### src/rtl/mpu_tpu_dispatch_pkg.sv
// Shared types and default sizes for the MPU-to-TPU instruction dispatcher.
package mpu_tpu_dispatch_pkg;

  localparam int DEF_IMEM_AW = 10;
  localparam int DEF_INSTR_W = 64;
  localparam int DEF_ISSUE_W = 4;
  localparam int DEF_MAX_OUT = 4;

  typedef logic [DEF_INSTR_W-1:0] instr_t;
  typedef logic [DEF_ISSUE_W-1:0] mpu_issue_no_t;

  typedef enum logic [1:0] {
    IDLE  = 2'd0,
    FETCH = 2'd1,
    SEND  = 2'd2
  } dispatch_state_t;

endpackage

### src/rtl/mpu_tpu_dispatch_issue_tracker.sv
// Outstanding-thread bookkeeping: one bit per issue number plus a live count.
// Decides acceptance of new threads and retires threads on the TPU's Term pulse.
module mpu_tpu_dispatch_issue_tracker
  import mpu_tpu_dispatch_pkg::*;
#(
  parameter int ISSUE_W = DEF_ISSUE_W,
  parameter int MAX_OUT = DEF_MAX_OUT
) (
  input  logic               clock,
  input  logic               reset,
  input  logic               req,
  input  logic [ISSUE_W-1:0] req_issue_no,
  input  logic               idle,
  input  logic               term,
  input  logic [ISSUE_W-1:0] term_issue_no,
  output logic               ack,
  output logic               commit,
  output logic [ISSUE_W-1:0] commit_issue_no,
  output logic               err_term,
  output logic               any_out
);

  localparam int ENTRIES = 2 ** ISSUE_W;
  localparam int CW      = $clog2(MAX_OUT + 1);
  localparam logic [CW-1:0] MAX_CNT = CW'(MAX_OUT);

  logic [ENTRIES-1:0] bitmap, bitmap_next;
  logic [CW-1:0]      count, count_next;
  logic               term_hit;

  // Acceptance and Term lookup both use the pre-update bitmap, so a thread
  // retired this cycle can only be re-accepted on the following cycle.
  always_comb begin
    ack         = ~reset & req & idle & ~bitmap[req_issue_no] & (count < MAX_CNT);
    term_hit    = term & bitmap[term_issue_no];
    bitmap_next = bitmap;
    if (term_hit) bitmap_next[term_issue_no] = 1'b0;
    if (ack)      bitmap_next[req_issue_no]  = 1'b1;
    case ({ack, term_hit})
      2'b10:   count_next = count + 1'b1;
      2'b01:   count_next = count - 1'b1;
      default: count_next = count;
    endcase
  end

  always_ff @(posedge clock) begin
    if (reset) begin
      bitmap          <= '0;
      count           <= '0;
      commit          <= 1'b0;
      commit_issue_no <= '0;
      err_term        <= 1'b0;
    end else begin
      bitmap   <= bitmap_next;
      count    <= count_next;
      commit   <= term_hit;
      err_term <= term & ~bitmap[term_issue_no];
      if (term_hit) commit_issue_no <= term_issue_no;
    end
  end

  assign any_out = (count != '0);

endmodule

### src/rtl/mpu_tpu_dispatch.sv
// Streams one thread at a time from thread memory into a TPU request port,
// replaying refused beats and tracking threads until the TPU terminates them.
module mpu_tpu_dispatch
  import mpu_tpu_dispatch_pkg::*;
#(
  parameter int IMEM_AW = DEF_IMEM_AW,
  parameter int INSTR_W = DEF_INSTR_W,
  parameter int ISSUE_W = DEF_ISSUE_W,
  parameter int MAX_OUT = DEF_MAX_OUT
) (
  input  logic                clock,
  input  logic                reset,
  input  logic                I_En,
  input  logic                I_Thread_Req,
  input  logic [IMEM_AW-1:0]  I_Thread_Addr,
  input  logic [IMEM_AW-1:0]  I_Thread_Len,
  input  logic [ISSUE_W-1:0]  I_Thread_IssueNo,
  output logic                O_Thread_Ack,
  output logic                O_IMem_Re,
  output logic [IMEM_AW-1:0]  O_IMem_Addr,
  input  logic [INSTR_W-1:0]  I_IMem_Data,
  output logic                O_Req,
  output logic [ISSUE_W-1:0]  O_IssueNo,
  output logic [INSTR_W-1:0]  O_Instr,
  input  logic                I_Nack,
  input  logic                I_Term,
  input  logic [ISSUE_W-1:0]  I_Term_IssueNo,
  output logic                O_Commit,
  output logic [ISSUE_W-1:0]  O_Commit_IssueNo,
  output logic                O_Err_Term,
  output logic                O_Busy,
  output dispatch_state_t     O_Dbg_State
);

  dispatch_state_t    state, state_next;
  logic [IMEM_AW-1:0] addr_q, addr_next;
  logic [IMEM_AW-1:0] rem_q, rem_next;
  logic [ISSUE_W-1:0] issue_q, issue_next;
  logic               ack;
  logic               any_out;

  mpu_tpu_dispatch_issue_tracker #(
    .ISSUE_W (ISSUE_W),
    .MAX_OUT (MAX_OUT)
  ) u_tracker (
    .clock           (clock),
    .reset           (reset),
    .req             (I_Thread_Req),
    .req_issue_no    (I_Thread_IssueNo),
    .idle            (state == IDLE),
    .term            (I_Term),
    .term_issue_no   (I_Term_IssueNo),
    .ack             (ack),
    .commit          (O_Commit),
    .commit_issue_no (O_Commit_IssueNo),
    .err_term        (O_Err_Term),
    .any_out         (any_out)
  );

  // TPU handshake: a beat transfers in any cycle where O_Req is high and
  // I_Nack is low. A refused beat is re-read and presented again next cycle;
  // dropping I_En returns to FETCH so the current beat is re-primed on resume.
  always_comb begin
    state_next  = state;
    addr_next   = addr_q;
    rem_next    = rem_q;
    issue_next  = issue_q;
    O_IMem_Re   = 1'b0;
    O_IMem_Addr = addr_q;
    O_Req       = 1'b0;
    case (state)
      IDLE: begin
        if (ack) begin
          addr_next  = I_Thread_Addr;
          rem_next   = I_Thread_Len;
          issue_next = I_Thread_IssueNo;
          state_next = FETCH;
        end
      end
      FETCH: begin
        O_IMem_Re  = 1'b1;
        state_next = SEND;
      end
      SEND: begin
        O_Req = I_En;
        if (!I_En) begin
          state_next = FETCH;
        end else if (I_Nack) begin
          O_IMem_Re = 1'b1;
        end else if (rem_q != '0) begin
          addr_next   = addr_q + 1'b1;
          rem_next    = rem_q - 1'b1;
          O_IMem_Re   = 1'b1;
          O_IMem_Addr = addr_q + 1'b1;
        end else begin
          state_next = IDLE;
        end
      end
      default: state_next = IDLE;
    endcase
  end

  always_ff @(posedge clock) begin
    if (reset) begin
      state   <= IDLE;
      addr_q  <= '0;
      rem_q   <= '0;
      issue_q <= '0;
    end else begin
      state   <= state_next;
      addr_q  <= addr_next;
      rem_q   <= rem_next;
      issue_q <= issue_next;
    end
  end

  assign O_Thread_Ack = ack;
  assign O_IssueNo    = issue_q;
  assign O_Instr      = I_IMem_Data;
  assign O_Busy       = (state != IDLE) | any_out;
  assign O_Dbg_State  = state;

endmodule
### config.mk
export PLATFORM = sky130hd
export DESIGN_NAME = mpu_tpu_dispatch
export DESIGN_NICKNAME = d
export VERILOG_FILES = /design/src/rtl/mpu_tpu_dispatch_pkg.sv /design/src/rtl/mpu_tpu_dispatch_issue_tracker.sv /design/src/rtl/mpu_tpu_dispatch.sv
export SDC_FILE = /design/constraint.sdc
export NUM_CORES = 1
export LEC_CHECK = 0
export ABC_AREA = 1
export CAP_MARGIN = 10
export CELL_PAD_IN_SITES_DETAIL_PLACEMENT = 0
export CELL_PAD_IN_SITES_GLOBAL_PLACEMENT = 2
export CORE_MARGIN = 2
export CORE_UTILIZATION = 22
export DETAILED_ROUTE_END_ITERATION = 16
export GPL_TIMING_DRIVEN = 1
export PLACE_DENSITY = 0.85
export REMOVE_ABC_BUFFERS = 1
export SETUP_SLACK_MARGIN = 0.05
export SYNTH_ARGS = -nofsm -noshare
export SYNTH_HDL_FRONTEND = slang
export SYNTH_SLANG_ARGS = --single-unit
### constraint.sdc
create_clock -name clock -period 4.8 [get_ports clock]
set_input_delay 0.72 -clock clock [delete_from_list [all_inputs] [get_ports clock]]
set_output_delay 0.72 -clock clock [all_outputs]
set_load 0.005 [all_outputs]
==> impl_metrics.toml, run 1 <==
[outcome]
status = "finished, final reports clean"

[routing]
firstDrtPassIters = 5
wl_um = 16800
num_vias = 3945
ant_nets = 0
post-route-drc-count = 0
drt_iter0_drc = 335
wire_per_inst_um = 19.9
vias_per_cell = 4.69

[global_routing]
grt_antenna_before_repair = 0
grt_pass1_vias = 3565
overflow = 0
grt_max_degree = 34
grt_pass1_wl_um = 24200
grtUsageTotal = 0.179

[synth]
synth-xor-area-share = 0.00225
ys_types = 32
yosysTopAreaCellShare = 0.262
synth-simple-area-share = 0.379
synth.most_common_cell = "nand2_1"
synth-seq-cells = 51
synth-main-ff-cell = "dfxtp_1"
synth_area_leaders = "dfxtp_1 26%, nand2_1 15%, buf_4 13%, nor2_1 9.4%, nand3_1 7.5%"
synth_compound_area_frac = 0.115
yosys.area.top_type = "dfxtp_1"
synth_edf_count = 0
syn_inst = 632
yosysSeqAreaShare = 0.262
synth_area_per_cell_um2 = 6.16
synthArstFlopShare = 0
synth_fa_ha_area_frac = 0.0309
synth_mux_area_frac = 0
synth_top_family_by_area = "simple AND/OR/NAND/NOR gates"
yosys_warnings = 0
syn_area_um2 = 3890
yosys-top-cells-count = "152 x nand2_1, 97 x nor2_1, 65 x buf_4"

[clock_network]
cts_tree = "yes"
cts_max_path_buffers = 2
cts_hold_buf = 0
post_cts_buffers = 0
numClockSinks = 51
htree_num_levels = 2
numCtsBuffers = 5
clock-root-buffer = "clkbuf_16"
path_clk_slew_ns = 0.07
post_cts_resize_count = 0
clock_latency_ns = 0.30

[die]
io_pins = 188
core-area_um2 = 17300
row_count = 48
die_h_um = 137
start_util = 0.225
die-area_um2 = 18800
die_x_um = 137

[timing]
slew-limit-headroom = 0.283
max_freq_mhz = 262
rsz0062_at_grt = "false"
drv_slew = 0
tightest_slew_ns = 1.07
min_period_ns = 3.81
final.setup.tns_ns = 0
final_hold_viol_count = 0
setup_viol = 0
fin_crit_sh = 0.794
finClkSkew_ns = 0.00410

[power]
cellPowerDensity_nw_per_um2 = 438
leakage_nw = 1.78
peakVddDrop_v = 0.000195

[final_layout]
nNetsFinal = 723
drive_above_1_share = 0.0486
design_area_um2 = 4350
num_antenna_cells = 0
area_growth_syn_to_layout_pct = 11.8

[setup_path]
crit_path_end_kind = "primary output"
cp_max_fo = 14
worstSetupPathType = "input port to primary output"
required_ns = 4.08
startpoint_type = "input port"
critPathArrivalTime_ns = 3.09

[placement]
routabilityCongestion = 0.897
place_hpwl_um = 12100
port_buffers = 59
place_area_um2 = 4190

[worst_hold_path]
hold_path_class = "flop to flop"

[flow_run]
drv_cap = 0
[stage by stage]
stage / hold slack, ns / power (W) / util / setup slack (ns) / std cells
after CTS: 0.478 / 0.00193 / 0.251 / 1.01 / 842
after floorplan: 0.433 / 0.00117 / - / 2.08 / 546
after global placement: 0.450 / 0.00154 / 0.242 / 0.994 / 834
final: 0.473 / 0.00190 / 0.251 / 0.988 / 842
after global routing: 0.493 / 0.00210 / 0.251 / 0.754 / 842
after detailed placement: 0.468 / 0.00154 / 0.242 / 0.943 / 834
[placed cells by master (no fill, tap or decap), types with 2 or more instances in the layout]
cell type	n
clkbuf_16	5
o21ai_0	46
nand2_1	152
clkdlybuf4s50_1	59
nor2_1	97
buf_4	4
nand3b_1	3
nand4_1	15
nand2_2	3
ha_1	8
nor2_2	4
inv_2	3
nand3_2	2
dfxtp_1	51
or2_2	3
a21oi_1	33
nor3_1	2
clkbuf_8	2
inv_1	54
nand3_1	58
nand2_4	2
[final timing paths]
check / depth (start not counted) / to / slack (ns) / start
max: 10 / O_Thread_Ack / 0.99 / I_Thread_IssueNo[0]
min: 2 / u_tracker.bitmap[14]$_SDFF_PP0_ / 0.47 / u_tracker.bitmap[14]$_SDFF_PP0_
max reg2reg: 17 / u_tracker.count[2]$_SDFFE_PP0P_ / 2.05 / u_tracker.bitmap[14]$_SDFF_PP0_
min reg2reg: 2 / u_tracker.bitmap[14]$_SDFF_PP0_ / 0.47 / u_tracker.bitmap[14]$_SDFF_PP0_
[layer usage]
layer / share of wire / wire length (um) / GRT usage
met1: 0.43 / 7230 / 0.220
met2: 0.38 / 6380 / 0.229
met3: 0.16 / 2610 / 0.135
met4: 0.018 / 296 / 0.0447
met5: 0.014 / 243 / 0.128
[final cells by class]
cell class / instances / area, um^2
clock buffer: 8 / 156
multi-input combinational: 437 / 2050
tap: 225 / 282
sequential: 51 / 1020
timing repair buffer: 63 / 621
inverter: 58 / 218
fill: 1993 / 12900
[critical path, stage by stage]
cell	delay, ns
clkdlybuf4s50_1	0.84
inv_2	0.17
nand3_1	0.10
nand2_1	0.06
nor2_1	0.12
nor2_1	0.06
nor2_2	0.14
nand2_4	0.15
inv_1	0.20
clkdlybuf4s50_1	0.54
[flip-flops by register name (all words and copies together), names as in the netlist]
signal and flops:
u_tracker.bitmap 16, addr_q 10, rem_q 10, O_IssueNo 4
u_tracker.commit_issue_no 4, u_tracker.count 3, O_Dbg_State 2, u_tracker.commit 1
u_tracker.err_term 1
[kinds of logic (layout without fill, tap and decap cells)]
kind of cell,after synthesis,in the layout
XOR/XNOR,1,1
buffers and inverters,144,129
AO/OA/AOI/OAI,85,85
AND/OR/NAND/NOR,342,342
flip-flops,51,51
adder cells (fa/ha/maj),9,9
[where the power goes]
group	switching (W)	internal (W)	total, W
combinational	0.000573	0.000376	0.000949
sequential	0.0000672	0.000499	0.000566
clock	0.000167	0.000223	0.000390
total	0.000807	0.00110	0.00190
(Power assumes the default switching activity.)
==> inputs of run 2 (changes only) <==
--- a/config.mk
+++ b/config.mk
@@ -10,10 +10,10 @@
 export CELL_PAD_IN_SITES_DETAIL_PLACEMENT = 0
 export CELL_PAD_IN_SITES_GLOBAL_PLACEMENT = 2
 export CORE_MARGIN = 2
-export CORE_UTILIZATION = 22
+export CORE_UTILIZATION = 20
 export DETAILED_ROUTE_END_ITERATION = 16
 export GPL_TIMING_DRIVEN = 1
-export PLACE_DENSITY = 0.85
+export PLACE_DENSITY = 0.78
 export REMOVE_ABC_BUFFERS = 1
 export SETUP_SLACK_MARGIN = 0.05
 export SYNTH_ARGS = -nofsm -noshare
==> constraint.sdc (replaced) <==
create_clock -name clock -period 3.9 [get_ports clock]
set_input_delay 0.585 -clock clock [delete_from_list [all_inputs] [get_ports clock]]
set_output_delay 0.585 -clock clock [all_outputs]
set_load 0.005 [all_outputs]
==> run 2 against run 1 <==
  * Utilization fell by 2.1 points
  * Clock skew up 0.0035 ns
  * Worst setup slack worse by 0.51 ns
  * Die area up 9.7%
  * Worst hold slack got worse by 0.0070 ns
  * Wire length grew 1.2%
  * Critical path type unchanged
  * Combinational power is 25% higher
  * Via count decreased by 0.46%
  * Flip-flop and latch count unchanged
  * Clock power rose by 18%
  * Sequential power up 23%
==> impl_metrics.toml, run 2 (synthesis results as in run 1) <==
[outcome]
status = "finished, final reports clean"

[power]
leakage_nw = 1.81
cellPowerDensity_nw_per_um2 = 530
peakVddDrop_v = 0.000180

[global_routing]
grtUsageTotal = 0.164
grt_max_degree = 23
grt_pass1_vias = 3470
overflow = 0
grt_antenna_before_repair = 0
grt_pass1_wl_um = 24300

[routing]
ant_nets = 0
firstDrtPassIters = 5
vias_per_cell = 4.42
wl_um = 17000
drt_iter0_drc = 280
post-route-drc-count = 0
wire_per_inst_um = 19.1
num_vias = 3927

[die]
core-area_um2 = 19300
die-area_um2 = 20600
row_count = 51
start_util = 0.202
die_h_um = 143
io_pins = 188
die_x_um = 143

[setup_path]
slowest_delay_ns = 0.75
reg2reg_slack_ns = 1.38
worstSetupPathType = "input port to primary output"
crit_path_end_kind = "primary output"
startpoint_type = "input port"
worstRegToRegCells = 9
reg2reg_from = "O_Dbg_State[0]$_SDFFE_PP0P_"
cp_max_fo = 9
cp_top_family = "buffers and inverters"
worstReg2RegEnd = "rem_q[1]$_SDFFE_PP0P_"
critPathArrivalTime_ns = 2.84
cp_num_buf_inv = 4
cp_slowest_cell = "clkdlybuf4s50_1"
path_cells = "clkdlybuf4s50_1 -> inv_1 -> nand3_1 -> nand2_1 -> nor2_1 -> nor2_1 -> nor2_2 -> nand2_4 -> inv_1 -> clkdlybuf4s50_1"
required_ns = 3.31

[worst_hold_path]
holdPathStages = 2
min-delay-start = "u_tracker.bitmap[12]$_SDFF_PP0_"
hold_path_class = "flop to flop"
whs_endpoint = "u_tracker.bitmap[12]$_SDFF_PP0_"

[timing]
slew-limit-headroom = 0.466
rsz0062_at_grt = "false"
drv_slew = 0
final.setup.tns_ns = 0
fin_crit_sh = 0.878
final_hold_viol_count = 0
setup_viol = 0
min_period_ns = 3.43
finClkSkew_ns = 0.00760
tightest_slew_ns = 0.801
max_freq_mhz = 292

[clock_network]
cts_hold_buf = 0
cts_max_path_buffers = 2
post_cts_resize_count = 0
path_clk_slew_ns = 0.07
numCtsBuffers = 5
post_cts_buffers = 0
clock_latency_ns = 0.30
clock-root-buffer = "clkbuf_16"
numClockSinks = 51
htree_num_levels = 2
cts_tree = "yes"

[final_layout]
final_common_cell = "nand2_1"
final_cells = 888
drive_above_1_share = 0.0594
regMostFlops = "u_tracker.bitmap"
layout_common_cells = "152 x nand2_1, 97 x nor2_1, 59 x clkdlybuf4s50_1, 58 x nand3_1, 54 x inv_1"
fill_cells = 2268
num_antenna_cells = 0
nNetsFinal = 729
largest_reg_flops = 16
reg.largest.list = "u_tracker.bitmap: 16 flops, addr_q: 10 flops, rem_q: 10 flops"
area_growth_syn_to_layout_pct = 13.9

[placement]
dp.cells = 880
place_hpwl_um = 12400
routabilityCongestion = 0.827
port_buffers = 59

[flow_run]
drv_cap = 0
## run 2: changes by cell type in the layout (fill, tap and decap cells not counted)
cell,previous run,this run
inv_6,0,1
clkinv_2,0,2
clkbuf_8,2,0
clkbuf_1,1,0
buf_4,4,10
## run 2: worst max-delay path by stage
stage | cells past startpoint | start | endpoint | slack, ns
4_1_cts | 12 | I_Thread_IssueNo[0] | O_Thread_Ack | 0.50
3_3_place_gp | 12 | I_Thread_IssueNo[0] | O_Thread_Ack | 0.48
6_report | 10 | I_Thread_IssueNo[1] | O_Thread_Ack | 0.47
3_5_place_dp | 17 | I_Term_IssueNo[0] | u_tracker.count[2]$_SDFFE_PP0P_ | 0.47
5_1_grt | 12 | I_Thread_IssueNo[0] | O_Thread_Ack | 0.32
2_1_floorplan | 16 | I_Term_IssueNo[0] | u_tracker.count[2]$_SDFFE_PP0P_ | 1.31
## run 2: final cells by class
class / instances / area, um^2 / share of cell area
flip-flops and latches: 51 / 1020 / 0.230
inverters: 58 / 218 / 0.0491
clock buffers: 5 / 125 / 0.0282
multi-input cells: 437 / 2050 / 0.463
repair buffers: 69 / 666 / 0.150
well taps: 265 / 332 / 0.0748
clock inverters: 3 / 18.8 / 0.00423
## run 2: where the power goes
part	internal [W]	switching, W	total, W
sequential	0.000613	0.0000840	0.000697
combinational	0.000473	0.000716	0.00119
clock	0.000239	0.000222	0.000461
## run 2: through the flow
| stage | setup WS [ns] | utilization | hold WS [ns] | cell area [um^2] | power (W) |
|---|---|---|---|---|---|
| finish | 0.475 | 0.230 | 0.466 | 4430 | 0.00235 |
| detailed placement | 0.469 | 0.223 | 0.458 | 4290 | 0.00191 |
| global route | 0.322 | 0.230 | 0.494 | 4430 | 0.00256 |
| floorplan | 1.31 | - | 0.433 | 3290 | 0.00144 |
| global placement | 0.476 | 0.223 | 0.452 | 4290 | 0.00191 |
| CTS | 0.503 | 0.230 | 0.470 | 4430 | 0.00239 |
## run 2: worst register-to-register path: stages, from the launching register on
cell	delay, ns
dfxtp_1	0.43
inv_1	0.10
ha_1	0.26
buf_4	0.23
inv_1	0.61
nand2_1	0.21
o21ai_4	0.24
nand2_2	0.17
nor2_1	0.12
nor2_1	0.05
## run 2: routing by layer
layer  routed length [um]  up-vias  global-route usage
li1                     -     1933                   -
met1                 7190     1763               0.201
met2                 6420      199               0.208
met3                 2840       24               0.132
met4                  261        8              0.0408
met5                  256        -               0.110
